--- config.mk ---
export PLATFORM = sky130hd
export DESIGN_NAME = uart_rx_cfg
export DESIGN_NICKNAME = d
export VERILOG_FILES = /design/src/rtl/uart_rx_cfg.sv
export SDC_FILE = /design/constraint.sdc
export NUM_CORES = 1
export LEC_CHECK = 0
export ABC_CLOCK_PERIOD_IN_PS = 2400
export BUFFER_PORTS_ARGS = -buffer_cell sky130_fd_sc_hd__buf_2
export CORE_MARGIN = 3
export CORE_UTILIZATION = 60
export CTS_BUF_LIST = sky130_fd_sc_hd__clkbuf_2
export DETAILED_ROUTE_END_ITERATION = 7
export GPL_TIMING_DRIVEN = 0
export HOLD_SLACK_MARGIN = 0.02
export PLACE_DENSITY = 0.8
export SYNTH_ARGS = -nofsm -noshare
export SYNTH_HDL_FRONTEND = slang
export SYNTH_SLANG_ARGS = --single-unit
--- constraint.sdc ---
create_clock -name clk -period 2.4 [get_ports clk]
set_input_delay 0.12 -clock clk [delete_from_list [all_inputs] [get_ports clk]]
set_output_delay 0.12 -clock clk [all_outputs]
set_load 0.005 [all_outputs]
--- src/rtl/uart_rx_cfg.sv ---
// Configurable UART receiver: 16x oversampling, majority-vote bit sampling, optional parity,
// 1 or 2 stop bits, single-entry output register with valid/ready handshake.
module uart_rx_cfg #(
  parameter int unsigned CLK_FREQ  = 50000000,
  parameter int unsigned BAUD      = 115200,
  parameter int unsigned DATA_BITS = 8,
  parameter int unsigned PARITY    = 0,
  parameter int unsigned STOP_BITS = 1
) (
  input  logic                 clk,
  input  logic                 rst_n,
  input  logic                 rx,
  output logic [DATA_BITS-1:0] rx_data,
  output logic                 rx_valid,
  input  logic                 rx_ready,
  output logic                 parity_err,
  output logic                 frame_err,
  output logic                 break_det,
  output logic                 overrun
);

  localparam int unsigned DivRaw = CLK_FREQ / (BAUD * 16);
  localparam int unsigned Div    = (DivRaw > 0) ? DivRaw : 1;
  localparam int unsigned DivW   = (Div > 1) ? $clog2(Div) : 1;

  typedef enum logic [2:0] {StIdle, StStart, StData, StPar, StStop} state_e;

  state_e                 state_q, state_d;
  logic [DivW-1:0]        div_q, div_d;
  logic [1:0]             sync_q;
  logic [3:0]             tick_cnt_q, tick_cnt_d;
  logic [3:0]             bit_cnt_q, bit_cnt_d;
  logic [1:0]             smp_q, smp_d;
  logic [DATA_BITS-1:0]   shift_q, shift_d;
  logic                   par_q, par_d;
  logic                   fe_acc_q, fe_acc_d;
  logic                   st0_low_q, st0_low_d;
  logic [DATA_BITS-1:0]   data_q, data_d;
  logic                   valid_q, valid_d;
  logic                   parity_err_q, parity_err_d;
  logic                   frame_err_q, frame_err_d;
  logic                   break_q, break_d;
  logic                   overrun_q, overrun_d;

  logic tick, rxs, maj, mid, last, done;
  logic pe_new, fe_new, st0_low, brk_new;

  assign rxs  = sync_q[1];
  assign tick = (div_q == DivW'(Div - 1));
  assign div_d = tick ? '0 : div_q + DivW'(1);
  assign maj  = (smp_q[0] & smp_q[1]) | (smp_q[0] & rxs) | (smp_q[1] & rxs);
  assign mid  = tick && (tick_cnt_q == 4'd9);
  assign last = tick && (tick_cnt_q == 4'd15);

  always_comb begin
    state_d    = state_q;
    tick_cnt_d = tick_cnt_q;
    bit_cnt_d  = bit_cnt_q;
    smp_d      = smp_q;
    shift_d    = shift_q;
    par_d      = par_q;
    fe_acc_d   = fe_acc_q;
    st0_low_d  = st0_low_q;
    done       = 1'b0;

    if (state_q != StIdle && tick) begin
      tick_cnt_d = tick_cnt_q + 4'd1;
      if (tick_cnt_q == 4'd7) smp_d[0] = rxs;
      if (tick_cnt_q == 4'd8) smp_d[1] = rxs;
    end

    case (state_q)
      StIdle: begin
        if (!rxs) begin
          state_d    = StStart;
          tick_cnt_d = '0;
          fe_acc_d   = 1'b0;
        end
      end
      StStart: begin
        if (mid && maj) begin
          state_d = StIdle;
        end else if (last) begin
          state_d   = StData;
          bit_cnt_d = '0;
        end
      end
      StData: begin
        if (mid) shift_d = {maj, shift_q[DATA_BITS-1:1]};
        if (last) begin
          if (bit_cnt_q == 4'(DATA_BITS - 1)) begin
            bit_cnt_d = '0;
            state_d   = (PARITY != 0) ? StPar : StStop;
          end else begin
            bit_cnt_d = bit_cnt_q + 4'd1;
          end
        end
      end
      StPar: begin
        if (mid) par_d = maj;
        if (last) state_d = StStop;
      end
      StStop: begin
        // Leave at the final stop-bit mid-point so a back-to-back start edge is not missed.
        if (mid) begin
          if (!maj) fe_acc_d = 1'b1;
          if (bit_cnt_q == 4'd0) st0_low_d = ~maj;
          if (bit_cnt_q == 4'(STOP_BITS - 1)) begin
            state_d = StIdle;
            done    = 1'b1;
          end
        end else if (last) begin
          bit_cnt_d = bit_cnt_q + 4'd1;
        end
      end
      default: state_d = StIdle;
    endcase
  end

  // Frame status as seen at completion, folding in the stop sample taken this cycle.
  always_comb begin
    fe_new  = fe_acc_q | ~maj;
    st0_low = (bit_cnt_q == 4'd0) ? ~maj : st0_low_q;
    if (PARITY == 1)      pe_new = ~(^shift_q ^ par_q);
    else if (PARITY == 2) pe_new = ^shift_q ^ par_q;
    else                  pe_new = 1'b0;
    brk_new = (shift_q == '0) && ((PARITY == 0) || !par_q) && st0_low;
  end

  always_comb begin
    data_d       = data_q;
    valid_d      = valid_q;
    parity_err_d = parity_err_q;
    frame_err_d  = frame_err_q;
    break_d      = 1'b0;
    overrun_d    = 1'b0;
    if (done) begin
      break_d = brk_new;
      if (!valid_q || rx_ready) begin
        data_d       = shift_q;
        valid_d      = 1'b1;
        parity_err_d = pe_new;
        frame_err_d  = fe_new;
      end else begin
        overrun_d = 1'b1;
      end
    end else if (valid_q && rx_ready) begin
      valid_d = 1'b0;
    end
  end

  always_ff @(posedge clk or negedge rst_n) begin
    if (!rst_n) begin
      state_q      <= StIdle;
      div_q        <= '0;
      sync_q       <= 2'b11;
      tick_cnt_q   <= '0;
      bit_cnt_q    <= '0;
      smp_q        <= '0;
      shift_q      <= '0;
      par_q        <= 1'b0;
      fe_acc_q     <= 1'b0;
      st0_low_q    <= 1'b0;
      data_q       <= '0;
      valid_q      <= 1'b0;
      parity_err_q <= 1'b0;
      frame_err_q  <= 1'b0;
      break_q      <= 1'b0;
      overrun_q    <= 1'b0;
    end else begin
      state_q      <= state_d;
      div_q        <= div_d;
      sync_q       <= {sync_q[0], rx};
      tick_cnt_q   <= tick_cnt_d;
      bit_cnt_q    <= bit_cnt_d;
      smp_q        <= smp_d;
      shift_q      <= shift_d;
      par_q        <= par_d;
      fe_acc_q     <= fe_acc_d;
      st0_low_q    <= st0_low_d;
      data_q       <= data_d;
      valid_q      <= valid_d;
      parity_err_q <= parity_err_d;
      frame_err_q  <= frame_err_d;
      break_q      <= break_d;
      overrun_q    <= overrun_d;
    end
  end

  assign rx_data    = data_q;
  assign rx_valid   = valid_q;
  assign parity_err = parity_err_q;
  assign frame_err  = frame_err_q;
  assign break_det  = break_q;
  assign overrun    = overrun_q;

endmodule

==> impl_results.md <==
- Vias per cell: 5.65
- H-Tree Level Count: 2
- Register area share after synthesis: 50.2%
- Filler cell count: 238
- DPL Wire Length: 2710 µm
- R2R depth: 6
- Met1 WL: 1560 µm
- Die Span Y: 64.5 µm
- CP dominant cell by count: nand4b_1
- Met2 WL: 1850 µm
- Worst skew pair latency: 400 ps
- Rel. slew slack: 41.5%
- Synth Area in Adders: 4.76%
- CP max stage delay: 450 ps
- Initial antenna violation count: 0
- Yosys reg bits: 41
- Met3 wire len: 152 µm
- Worst path top cell family by delay: simple AND/OR/NAND/NOR gates
- Setup Buffers After CTS: 0
- Final setup violation count: 0
- Predominant post-synthesis flop cell: dfrtp_1
- Worst Tran Pin Value: 878 ps
- ANT nets after route: 0
- EDFF count, synth: 0
- Fmax: 0.530 GHz
- Ant diodes: 0
- Core Util, Final: 72.0%
- Vias: 1361
- CTS tree: yes
- Synth async-reset ratio: 100%
- RSZ-0062 raised after global routing: false
- Min cycle time layout: 1890 ps
- Hold Path Class: primary input to async pin
- Final wirelength: 3660 µm
- Die X: 64.5 µm
- Synth top area cells: dfrtp_1, mux2_4, mux2_2, ha_1, dfstp_2
- Multi-input gate area: 937 µm²
- Count of max-cap constraint violations: 0
- Top Ports: 17
- IO buf count: 15
- Row Count: 20
- Synth top area share: 47.6%
- Final hold slack: 339 ps
- GRT Residual Overflow: 0
- Wirelength per Cell: 15.2 µm
- Starting DRT DRC Count: 98
- Pwr dens: 487 mW/mm²
- Post-synthesis net count: 183
- Most numerous cell in the Yosys netlist: dfrtp_1
- FF+latch area: 0.00103 mm²
- Crit Path Max Fanout: 5
- Biggest area consumer among synthesized cells: dfrtp_1
- Die ar.: 0.00416 mm²
- P_leak: 1.10 nW
- Clock buffer count from CTS: 5
- Fin. max-slew vios: 0
- Mux cell area share after synthesis: 13.1%
- Clock skew: 8.21 ps
- Syn_area_per_cell: 11.9 µm²
- Final hold violations: 0
- Worst Setup End Kind: flip-flop
- First-pass GRT wire length: 6440 µm
- TNS Setup: 0 ps
- Clock-pin transition on the worst setup and hold timing paths: 200 ps
- Layout area overhead: 10.7%
- Area after DPL: 0.00218 mm²
- Critical path launch point type: flip-flop
- Setup CP Type: flip-flop to flip-flop
- Post-CTS sizing: 0
- Initial Util: 65.0%
- Post-Synth XOR/XNOR Area: 2.56%
- Initial DRT Pass Iterations: 5
- Layout cells sized above 1: 28.9%
- DRC: 0
- Slowest CP cell: dfrtp_1
- Crit. path cell count: 6
- CTS Sinks: 41
- Clock Tree Root: clkbuf_2
- Routability Congestion: 0.843
- Critical Path RT: 2710 ps
- CTS Buffer Depth: 2
- Arrival time worst endpoint: 2190 ps
- Post-Syn Area: 0.00205 mm²
- Gr usage total: 19.9%
- Yosys cell types: 47
- Commonest cells post-synth: dfrtp_1, nor2_1, mux2_2, mux2_4, nand2_1
- Largest net degree at the start of global routing: 42
- Syn Inst Count: 172
- Post-Layout Inst Area: 0.00227 mm²
- Highest metal used: met4
- Main combinational cell family by area after synthesis: simple AND/OR/NAND/NOR gates
- Synth warnings: 0
- Post-Synth Simple-Gate Area: 18.9%
- CP Buf/Inv Count: 1
- Overall power: 1.11 mW
- Maximum VDD drop: 0.325 mV
- Final Cycle Share: 78.6%
- Crit path cell chain: inv_1 -> ha_1 -> nand4b_1 -> nor2_1 -> nand4b_1 -> mux2_1
- Vias in the first global route: 1393
- Status: complete, no violations
- Nets: 208
- Compound-Gate Fraction of Synth Area: 6.28%
- Core area: 0.00315 mm²
[sequential cells by signal, indices dropped and copies added, names as in the netlist]
signal and cells:
smp_q 2, state_q 3, tick_cnt_q 4, fe_acc_q 1, frame_err 1, overrun 1
rx_data 8, rx_valid 1, break_det 1, sync_q 2, shift_q 8, bit_cnt_q 4
div_q 5
[final cells by class]
type	count	area share, %
buffer	7	2.42
clock buffer	5	1.10
clock inverter	2	1.54
inverter	8	1.32
multi-input combinational	116	41.3
sequential	41	45.3
tap	44	2.42
timing repair buffer	18	4.63
[routing by layer]
layer	global-route usage, %	vias up
met4	10.0	0
met1	25.0	662
met3	3.99	12
li1	-	651
met2	32.7	36
met5	0	-
[cell usage in the layout, fill, tap and decap left out, drive strengths merged, types with 2 or more instances in the layout]
cell and count:
nor4 3, inv 8, nor2 14, nand2b 3, nor3 3, nand4b 3
nand2 9, and3 2, dfstp 2, mux2 19, nand3b 2, nand3 7
dlygate4sd3 3, o21a 2, buf 22, o21ai 6, xnor2 5, mux2i 2
nand4 2, a21oi 4, and4b 2, dfrtp 39, nor3b 3, ha 7
clkbuf 5
[cell families (layout without fill, tap and decap cells)]
family,Yosys count,in the layout
adder cells (fa/ha/maj),8,8
other,1,1
AO/OA/AOI/OAI,20,20
AND/OR/NAND/NOR,60,60
buffers and inverters,15,40
multiplexers,21,21
flip-flops,41,41
XOR/XNOR,6,6
[through the flow]
step,instances,setup WS [ps]
5_1_grt,241,419
2_1_floorplan,172,706
4_1_cts,241,520
6_report,241,514
3_5_place_dp,231,559
3_3_place_gp,231,596
[power by group]
group | switching [mW] | total [mW] | internal, mW | leakage [nW]
clock | 0.221 | 0.390 | 0.169 | 0.0388
combinational | 0.0143 | 0.0206 | 0.00627 | 0.525
sequential | 0.00151 | 0.696 | 0.695 | 0.541
[final timing paths]
path	from	to	slack (ps)
max	div_q[0]$_DFF_PN0_	smp_q[1]$_DFFE_PN0P_	510
min	rst_n	rx_data[4]$_DFFE_PN0P_	340
max reg2reg	div_q[0]$_DFF_PN0_	smp_q[1]$_DFFE_PN0P_	510
min reg2reg	sync_q[0]$_DFF_PN1_	sync_q[1]$_DFF_PN1_	370
max in group asynchronous	rst_n	bit_cnt_q[2]$_DFFE_PN0P_	1520
min in group clk	rx	sync_q[0]$_DFF_PN1_	340
[what timing repair did]
| action | 4_1_cts | 5_1_grt |
|---|---|---|
| hold buffers | 3 | 0 |
| hold endpoints to repair | 42 | 0 |
| setup endpoints to repair | 0 | 0 |
Power figures use the tool's default switching activity.
